===== src/rtl/keypad_event_queue.sv =====
// Debounces a one-hot keypad position and queues one key code per accepted press
// in a 4-entry first-word-fall-through FIFO.
module keypad_event_queue #(
    parameter int DEBOUNCE_CYCLES = 16
) (
    input  logic        clk,
    input  logic        rst,
    input  logic [15:0] posicion,
    input  logic        rd_en,
    output logic [3:0]  key_code,
    output logic        key_valid,
    output logic [2:0]  fifo_count,
    output logic        fifo_full,
    output logic        overflow,
    output logic        key_held
);

    typedef enum logic [1:0] {IDLE, DEB_PRESS, PRESSED, DEB_RELEASE} state_t;

    localparam logic [7:0] CNT_LAST = 8'(DEBOUNCE_CYCLES - 1);

    state_t      state, state_next;
    logic [7:0]  cnt, cnt_next;
    logic [15:0] sample, sample_next;
    logic        push;
    logic        one_hot;

    logic [3:0]  mem [4];
    logic [1:0]  wr_ptr, rd_ptr;
    logic        pop, accept;

    function automatic logic [3:0] encode(input logic [15:0] v);
        logic [3:0] code;
        code = 4'd0;
        for (int i = 0; i < 16; i++) begin
            if (v[i]) code = 4'(i);
        end
        return code;
    endfunction

    // Exactly one bit set: nonzero and clearing the lowest set bit leaves zero.
    assign one_hot = (posicion != 16'd0) && ((posicion & (posicion - 16'd1)) == 16'd0);

    always_comb begin
        state_next  = state;
        cnt_next    = cnt;
        sample_next = sample;
        push        = 1'b0;
        case (state)
            IDLE: begin
                if (one_hot) begin
                    sample_next = posicion;
                    cnt_next    = 8'd0;
                    state_next  = DEB_PRESS;
                end
            end
            DEB_PRESS: begin
                if (posicion == sample) begin
                    if (cnt == CNT_LAST) begin
                        push       = 1'b1;
                        state_next = PRESSED;
                    end else begin
                        cnt_next = cnt + 8'd1;
                    end
                end else begin
                    state_next = IDLE;
                end
            end
            PRESSED: begin
                if (posicion != sample) begin
                    cnt_next   = 8'd0;
                    state_next = DEB_RELEASE;
                end
            end
            DEB_RELEASE: begin
                if (posicion == 16'd0) begin
                    if (cnt == CNT_LAST) state_next = IDLE;
                    else                 cnt_next   = cnt + 8'd1;
                end else if (posicion == sample) begin
                    state_next = PRESSED;
                end else begin
                    cnt_next = 8'd0;
                end
            end
            default: state_next = IDLE;
        endcase
    end

    always_ff @(posedge clk) begin
        if (rst) begin
            state  <= IDLE;
            cnt    <= 8'd0;
            sample <= 16'd0;
        end else begin
            state  <= state_next;
            cnt    <= cnt_next;
            sample <= sample_next;
        end
    end

    // A full queue still takes a push when the head leaves on the same edge.
    assign pop    = rd_en && key_valid;
    assign accept = push && (!fifo_full || pop);

    always_ff @(posedge clk) begin
        if (rst) begin
            wr_ptr     <= 2'd0;
            rd_ptr     <= 2'd0;
            fifo_count <= 3'd0;
            overflow   <= 1'b0;
        end else begin
            if (accept) wr_ptr <= wr_ptr + 2'd1;
            if (pop)    rd_ptr <= rd_ptr + 2'd1;
            case ({accept, pop})
                2'b10:   fifo_count <= fifo_count + 3'd1;
                2'b01:   fifo_count <= fifo_count - 3'd1;
                default: fifo_count <= fifo_count;
            endcase
            overflow <= push && fifo_full && !pop;
        end
    end

    always_ff @(posedge clk) begin
        if (accept) mem[wr_ptr] <= encode(sample);
    end

    assign key_valid = (fifo_count != 3'd0);
    assign fifo_full = (fifo_count == 3'd4);
    assign key_code  = key_valid ? mem[rd_ptr] : 4'd0;
    assign key_held  = (state == PRESSED) || (state == DEB_RELEASE);

endmodule


===== config.mk =====
export PLATFORM = sky130hd
export DESIGN_NAME = keypad_event_queue
export DESIGN_NICKNAME = d
export VERILOG_FILES = /design/src/rtl/keypad_event_queue.sv
export SDC_FILE = /design/constraint.sdc
export NUM_CORES = 1
export LEC_CHECK = 0
export ABC_AREA = 1
export BUFFER_PORTS_ARGS = -buffer_cell sky130_fd_sc_hd__buf_2
export CAP_MARGIN = 20
export CORE_MARGIN = 10
export CORE_UTILIZATION = 45
export CTS_BUF_LIST = sky130_fd_sc_hd__clkbuf_4 sky130_fd_sc_hd__clkbuf_8
export DETAILED_ROUTE_END_ITERATION = 8
export PLACE_DENSITY = 0.66
export REMOVE_ABC_BUFFERS = 1
export SLEW_MARGIN = 20
export SYNTH_ARGS = -nofsm -noshare
export SYNTH_HDL_FRONTEND = slang
export SYNTH_SLANG_ARGS = --single-unit

===== constraint.sdc =====
create_clock -name clk -period 1.98 [get_ports clk]
set_clock_uncertainty 0.15 [all_clocks]
set_input_delay 0.396 -clock clk [delete_from_list [all_inputs] [get_ports clk]]
set_output_delay 0.396 -clock clk [all_outputs]
set_load 0.05 [all_outputs]

**Yosys cells after proc, flatten, opt, wreduce, memory -nomap -nowiden**

Memories as Yosys holds them, arrays and structs flattened. A register that Yosys moved wholly into a read port is not among the register bits.
Cells that the tools add are included.

- Word-level logic and storage cells: 89
- Register bits after elaboration: 34
- Bits in writable memories: 16
- Bits in latches: 0
- Memories: 1
- ROM bits: 0
- Input port bits: 19

Memory list:

| memory | depth | width | rd ports | clocked after memory_dff | wr ports | line | source |
|---|---|---|---|---|---|---|---|
| mem | 4 | 4 | 1 | 1 | 1 | 28 | `logic [3:0] mem [4];` |

- Reductions and logical operators: 18
- Shift operators: 0
- Eq/ne operators: 16
- Divide/modulo/power cells: 0
- Bitwise gates (word level): 1
- Order comparisons: 0
- $mul: 0
- Muxes and demuxes: 40
- Add/subtract/negate cells: 6

Operator list:

| kind | number |
|---|---|
| 4-bit 2-to-1 mux | 16 |
| 8-bit 2-to-1 mux | 6 |
| 16-bit zero test | 2 |
| 8-bit one-hot mux with 4 select lines | 1 |
| 2-bit 2-to-1 mux | 9 |
| 16-bit bitwise AND | 1 |
| 16-bit equality test | 1 |
| 16-bit != test | 1 |
| 16-bit nonzero test | 1 |
| 16-bit by 1-bit subtractor with 16-bit output, second input constant | 1 |
| 3-bit != test, second input constant | 4 |
| 8-bit by 1-bit adder with 8-bit output, second input constant | 1 |
| 8-bit by 4-bit equality test with 1-bit output, second input constant | 1 |
| 2-bit one-hot mux with 4 select lines | 1 |
| 2-bit equality test, second input constant | 3 |
| 1-bit 2-to-1 mux | 6 |
| 2-bit != test, second input constant | 3 |
| 3-bit one-hot mux with 2 select lines | 1 |
| 1-bit logical AND | 5 |
| 5-bit AND reduction | 1 |
| 2-bit by 1-bit adder with 2-bit output, second input constant | 2 |
| 2-bit by 1-bit equality test with 1-bit output, second input constant | 2 |
| 4-bit AND reduction | 1 |
| 3-bit by 1-bit adder with 3-bit output, second input constant | 1 |
| 8 further kinds | 10 |

**Longest topological paths before layout**

Gate-level depths: netlist (run 1).

- Word-level depth: 16
- Depth in mapped cells: 16

**Worst setup path after synthesis (run 1)**

OpenSTA, ideal clock, no wires.

- Kind: reg-to-reg
- From: reg fifo_count[2]
- To: mem mem[0][0], enable pin
- Required time: 1573 ps
- Stages on the path, launching flop included: 6
- Path slack: -906 ps
- Data arrival time: 2479 ps
- Period minus slack after synthesis: 2886 ps
- Path buffers: 0
- Library setup time: 257 ps
- Cells stage by stage: dfxtp_1 inv_1 nor3_1 nand2_1 nand3_2 nor2_1

- Cells in the longest elaborated chain, start to end: 6
- Elaborated cells between the ends (all ways): 8
- Those cells by class: eq/ne: 1; mux: 2; reduce/logical: 5

RTL lines:

| element | line | source |
|---|---|---|
| from (decl) | 12 | `output logic [2:0] fifo_count,` |
| from (signal assigned) | 115 | `2'b10: fifo_count <= fifo_count + 3'd1;` |
| from (signal assigned) | 116 | `2'b01: fifo_count <= fifo_count - 3'd1;` |
| from (signal assigned) | 117 | `default: fifo_count <= fifo_count;` |
| 3-bit equality test | 128 | `assign fifo_full = (fifo_count == 3'd4);` |
| net fifo_full | 13 | `output logic fifo_full,` |
| 1-bit zero test | 103 | `assign accept = push && (!fifo_full \|\| pop);` |
| 1-bit logical OR | 103 |  |
| 1-bit logical AND | 103 |  |
| 1-bit 2-to-1 mux | 124 | `if (accept) mem[wr_ptr] <= encode(sample);` |
| 1-bit 2-to-1 mux (not written as such) | 124 |  |
| to (decl) | 28 |  |

The timed path passes the listed nets, and every way through them passes these cells.

**Final worst setup path (run 1)**

- From: reg sample[12]
- To: reg fifo_count[2]

- Cells in the longest elaborated chain, start to end: 6
- Elaborated cells between the ends (all ways): 8
- Those cells by class: eq/ne: 3; mux: 3; reduce/logical: 2

RTL lines:

| element | line | source |
|---|---|---|
| from (decl) | 24 | `logic [15:0] sample, sample_next;` |
| from (signal assigned) | 97 | `sample <= sample_next;` |
| 16-bit equality test (*) | 58 | `if (posicion == sample) begin` |
| 1-bit 2-to-1 mux (*) | 58 |  |
| 1-bit 2-to-1 mux (*) | 49 | `case (state)` |
| 1-bit logical AND (*) | 103 |  |
| 2-bit by 1-bit equality test with 1-bit output or 2-bit equality test (tied branches) | 114 | `case ({accept, pop})` |
| 3-bit one-hot mux with 2 select lines or 2-bit nonzero test (tied branches) | -- |  |

Every way passes the cells marked *; elsewhere a longest branch is shown, timed or not.
A chain may end at the register's enable or synchronous reset.

==> results of run 1 <==
[repair_timing]
action / 4_1_cts / 5_1_grt
setup endpoints to repair: 9 / 54
setup buffers: 1 / 11
pin swaps: 3 / 36
gates resized for setup: 14 / 122
cloned: 0 / 3
[through the flow]
stage	power, mW	setup TNS, ps	std cells
floorplan	2.04	-26860	438
global placement	2.38	-6280	612
detailed placement	2.41	-8410	612
CTS	3.21	0	621
global route	3.53	-2200	634
finish	3.35	-149	634
[metal layers]
layer	track usage	routed length [um]
met3	0.0246	258
met1	0.185	3500
met5	0	0
met4	0.0385	107
met2	0.278	4580
[worst max-delay path: stages, from the launching register on]
cell and delay [ps]:
dfxtp_1 360, xor2_1 150, nor2_1 70, nand2_1 100
nor2_4 50, nand3_2 90, inv_2 50, nand2_2 80
nand2_4 60, fa_2 380, inv_2 50, nand4_1 120
nand3_1 110, nand2_1 50, nor2_1 110
[state kept, by name, indices dropped and copies added, names as in the netlist, named ones only]
register / flops
overflow: 1
wr_ptr: 2
mem: 16
fifo_count: 3
cnt: 8
sample: 16
state: 2
rd_ptr: 2
[logic make-up (layout without fill, tap and decap cells)]
| group | Yosys count | in the layout | synth area share |
|---|---|---|---|
| flops | 52 | 52 | 0.385 |
| fa+ha+maj | 6 | 6 | 0.0265 |
| buf+inv | 73 | 179 | 0.0919 |
| simple gates | 223 | 224 | 0.320 |
| compound gates | 78 | 78 | 0.134 |
| xor+xnor | 15 | 15 | 0.0422 |
[cell type report]
type	count	area, sq um
well taps	80	100
repair buffers	107	840
inverters	64	244
clock buffers	5	68.8
clock inverters	3	46.3
flip-flops and latches	52	1220
multi-input cells	323	1870
fillers	556	2360
[power by group through the flow]
stage	logic, mW	clock network (mW)	registers, mW
6_report	1.37	0.769	1.21
5_1_grt	1.49	0.819	1.23
4_1_cts	1.21	0.784	1.21
3_5_place_dp	1.18	0	1.23
3_3_place_gp	1.15	0	1.23
2_1_floorplan	0.712	0	1.32
[layout by cell type (no fill, tap or decap), drive strengths merged, types with 14 or more instances in the layout]
cell type / n
a21oi: 37
buf: 107
dfxtp: 36
edfxtp: 16
inv: 64
nand2: 99
nand3: 27
nor2: 77
o21ai: 37
xor2: 14
[how the worst max path moves through the flow]
stage | start | to
after floorplan | fifo_count[2] | mem[0][0]
after global placement | posicion[5] | fifo_count[2]
after detailed placement | posicion[1] | fifo_count[2]
after CTS | posicion[5] | sample[14]
after global routing | sample[15] | fifo_count[2]
final | sample[12] | fifo_count[2]
==> metrics.yaml, run 1 <==
htreeDepth: 2
design_area_sq_mm: 0.00440
clock-root-buffer: "clkbuf_8"
synth.area.top_cells: "dfxtp_1 (23%), edfxtp_1 (15%), nand2_1 (11%), nor2_1 (8.2%), inv_1 (7.1%)"
ys_seq_elements: 52
holdWs_ps: 238
power_density_mw_per_mm2: 762
worstMarginPinSlew_ps: 513
power.share.clock: 0.229
die_w_um: 103
hold_viol_final: 0
num_rows: 30
hold_path_depth: 3
grt_pass1_wl_um: 13400
grt_max_degree: 18
gp_congestion: 0.898
whs_endpoint: "cnt[0]"
hold_buffers: 0
holdCritPathClass: "in -> reg"
rsz0062_at_grt: "true"
cp_max_fo: 2
pin_count: 30
grt_overflow_total: 0
crit_path_start_kind: "register"
maxCapViolCount: 0
grt_pass1_vias: 3031
worst_r2r_endpoint: "fifo_count[2]"
irDropWorstVdd_mv: 0.311
reg2reg_slack_ps: -40
ys.flop_type: "dfxtp_1"
async_flop_share: 0
reg2reg_depth: 14
fin_nets: 578
netlist_area_sq_mm: 0.00312
cts_tree: "yes"
portBuffers: 29
crit_path_end_kind: "register"
drc: 0
vias: 3185
synth-edff-count: 16
finalWirelength_um: 8440
clockBufferDepth: 2
core_area_sq_mm: 0.00676
first_pass_iters: 4
synth_area_per_cell_sq_um: 6.97
hp-start: "rst"
status: "finished with violations"
start_util: 0.461
period_minus_slack_ps: 2020
track_usage: 0.154
die_area_sq_mm: 0.0107
leakage_nw: 1.98
dp_hpwl_um: 5970
drt-initial-drc-count: 137
ant_nets: 0
numCtsBuffers: 5
fmax_mhz: 496
synthCells: 447
synth_common_cells: "nand2_1 (95), nor2_1 (68), inv_1 (59), a21oi_1 (36), dfxtp_1 (36)"
n_antenna_cell: 0
synth_top_area_frac: 0.231
postLayoutCoreUtil: 0.651
grt_antenna_before_repair: 0
worst_slack_ps: -37.6
die_h_um: 103
required_ps: 2100
ys_seq_area_frac: 0.385
dp_slack_ps: -305
setup-violations-final: 8
switchingPower_mw: 1.37
crit_type: "reg -> reg"
relSlewSlack: 0.658
synth_cell_types: 35
r2r_start: "sample[12]"
clk_latency_ps: 320
yosysWarnings: 0
p_int_mw: 1.98
pwr-share-comb: 0.409
cp.arrival_ps: 2130
p_seq_frac: 0.362
yosys.cell_count.top_type: "nand2_1"
slew_viol_final: 0
placed_area_sq_mm: 0.00380
area_growth_pct: 41.1
sw_frac_of_total: 0.410
cts.clk_slew.worst_paths_ps: 110
yosysTopAreaCell: "dfxtp_1"
drive_gt1_frac: 0.383
clock_sinks: 52
avgRoutedWirePerCell_um: 13.3
finalCritPeriodShare: 1.02
avgViaCountPerCell: 5.02
violations: "setup timing"
Power figures use the tool's default switching activity.
==> run 2: changes to the inputs <==
--- a/config.mk
+++ b/config.mk
@@ -12,7 +12,6 @@
 export CORE_UTILIZATION = 45
 export CTS_BUF_LIST = sky130_fd_sc_hd__clkbuf_4 sky130_fd_sc_hd__clkbuf_8
 export DETAILED_ROUTE_END_ITERATION = 8
-export PLACE_DENSITY = 0.66
 export REMOVE_ABC_BUFFERS = 1
 export SLEW_MARGIN = 20
 export SYNTH_ARGS = -nofsm -noshare
==> constraint.sdc (replaced) <==
create_clock -name clk -period 2.27 [get_ports clk]
set_clock_uncertainty 0.15 [all_clocks]
set_input_delay 0.454 -clock clk [delete_from_list [all_inputs] [get_ports clk]]
set_output_delay 0.454 -clock clk [all_outputs]
set_load 0.05 [all_outputs]
==> metrics.yaml, run 2 (synthesis results as in run 1) <==
status: "finished, final reports clean"
drt-initial-drc-count: 99  # -28%
hold_buffers: 0  # unchanged
die_h_um: 103  # unchanged
crit_chain: "inv_1 -> nor2_1 -> o21ai_0 -> a21oi_1 -> clkbuf_4"
cts_tree: "yes"
cts.clk_slew.worst_paths_ps: 100  # about the same
slowest_stage: "dfxtp_1"
fmax_mhz: 486
multiInputGateArea_sq_mm: 0.00164  # -12%
first_pass_iters: 4  # unchanged
required_ps: 1670  # -430 ps
setup_tns_ps: 0  # +149 ps
cp.arrival_ps: 1450  # -680 ps
postLayoutCoreUtil: 0.548  # -0.103
dp_hpwl_um: 5600  # -6.2%
top_regs: "mem (16), sample (16), cnt (8)"
n_antenna_cell: 0  # unchanged
slew_viol_final: 0  # unchanged
crit_type: "reg -> out"
grt_pass1_wl_um: 12300  # -8.3%
dp_slack_ps: -52.2  # +253 ps
drc: 0  # unchanged
fin_nets: 530  # -8.3%
avgViaCountPerCell: 4.98  # -0.88%
numCtsBuffers: 5  # unchanged
crit_buf_inv: 2  # unchanged
vias: 2918  # -8.4%
finalCritPeriodShare: 0.906
clk_latency_ps: 300  # -20 ps
core_area_sq_mm: 0.00676  # unchanged
drive_gt1_frac: 0.208  # -0.175
holdCritPathClass: "in -> reg"
track_usage: 0.140  # -0.0141
clockBufferDepth: 2  # unchanged
num_rows: 30  # unchanged
clock_sinks: 52  # unchanged
ant_nets: 0  # unchanged
worst_slack_ps: 213  # +250 ps
relSlewSlack: 0.747  # +0.0891
leakage_nw: 1.69  # -15%
grt_pass1_vias: 2791  # -7.9%
area_growth_pct: 18.7
layout_common_cells: "nand2_1 (95), nor2_1 (68), inv_1 (59)"
place_inst: 577  # -5.7%
gp_congestion: 0.853  # -5.0%
clock-root-buffer: "clkbuf_8"
seq_area_sq_mm: 0.00121  # -0.82%
power_density_mw_per_mm2: 742  # -2.7%
period_minus_slack_ps: 2060
hold_viol_final: 0  # unchanged
maxCapViolCount: 0  # unchanged
die_w_um: 103  # unchanged
irDropWorstVdd_mv: 0.306  # -1.6%
start_util: 0.461  # unchanged
pin_count: 30  # unchanged
cp_max_fo: 5  # +3
nFillCells: 689  # +24%
finalWirelength_um: 7060  # -16%
grt_overflow_total: 0  # unchanged
die_area_sq_mm: 0.0107  # unchanged
grt_max_degree: 23  # +5
grt_antenna_before_repair: 0  # unchanged
holdWs_ps: 283  # +44.5 ps
fin_cells: 586  # -7.6%
crit_path_end_kind: "output pin"
cpPeakStageDelay_ps: 420  # +40 ps
avgRoutedWirePerCell_um: 12.0  # -9.5%
final_common_cell: "nand2_1"
crit_path_start_kind: "register"
worstMarginPinSlew_ps: 376  # -136 ps
cp_top_family: "flip-flops"
setup-violations-final: 0  # -8
portBuffers: 29  # unchanged
htreeDepth: 2  # unchanged
rsz0062_at_grt: "false"
## run 2: cell count changes in the layout (fill, tap and decap cells not counted), moves of 11 or more
cell     previous run  this run
nand2_1            82        95
buf_4              64        31
nor2_4             16         3
buf_6              23         0
nor2_1             48        68
nand2_2            14         3
## run 2: worst paths after layout
kind | end | slack, ps | depth (start not counted) | start
setup / recovery | key_code[0] | 210 | 5 | register
hold / removal | fifo_count[0] | 280 | 2 | rst
setup reg to reg | fifo_count[2] | 220 | 13 | sample[15]
hold reg to reg | sample[0] | 310 | 2 | sample[0]
## run 2: what timing repair did
item | in CTS | in global routing
gates resized for setup | 0 | 14
endpoints found under the setup margin | 0 | 4
setup buffers | 0 | 1
## run 2: final cells by class
| class | count | area share |
|---|---|---|
| inverter | 64 | 0.0649 |
| sequential | 52 | 0.328 |
| clock buffer | 6 | 0.0223 |
| timing repair buffer | 60 | 0.103 |
| clock inverter | 2 | 0.0105 |
| tap | 80 | 0.0271 |
| multi-input combinational | 322 | 0.444 |
## run 2: per-stage QoR
stage,power (mW),area (sq um)
after floorplan,1.78,3070
after global placement,2.07,3540
after detailed placement,2.09,3540
after CTS,2.76,3660
after global routing,2.91,3700
final,2.74,3700
## run 2: layer usage
layer  share of wire  wire length (um)  vias to the layer above  global-route usage
li1                -                 -                     1558                   -
met1            0.47              3300                     1323               0.172
met2            0.50              3520                       35               0.250
met3           0.029               204                        2              0.0233
met4          0.0057                40                        0              0.0289
met5               0                 0                        -                   0
## run 2: report_power, final
part / internal [mW] / total (mW) / switching (mW) / leakage, nW
Combinational: 0.286 / 1.02 / 0.733 / 1.19
Clock: 0.361 / 0.671 / 0.310 / 0.0614
Sequential: 1.00 / 1.05 / 0.0530 / 0.444
Total: 1.65 / 2.74 / 1.10 / 1.69
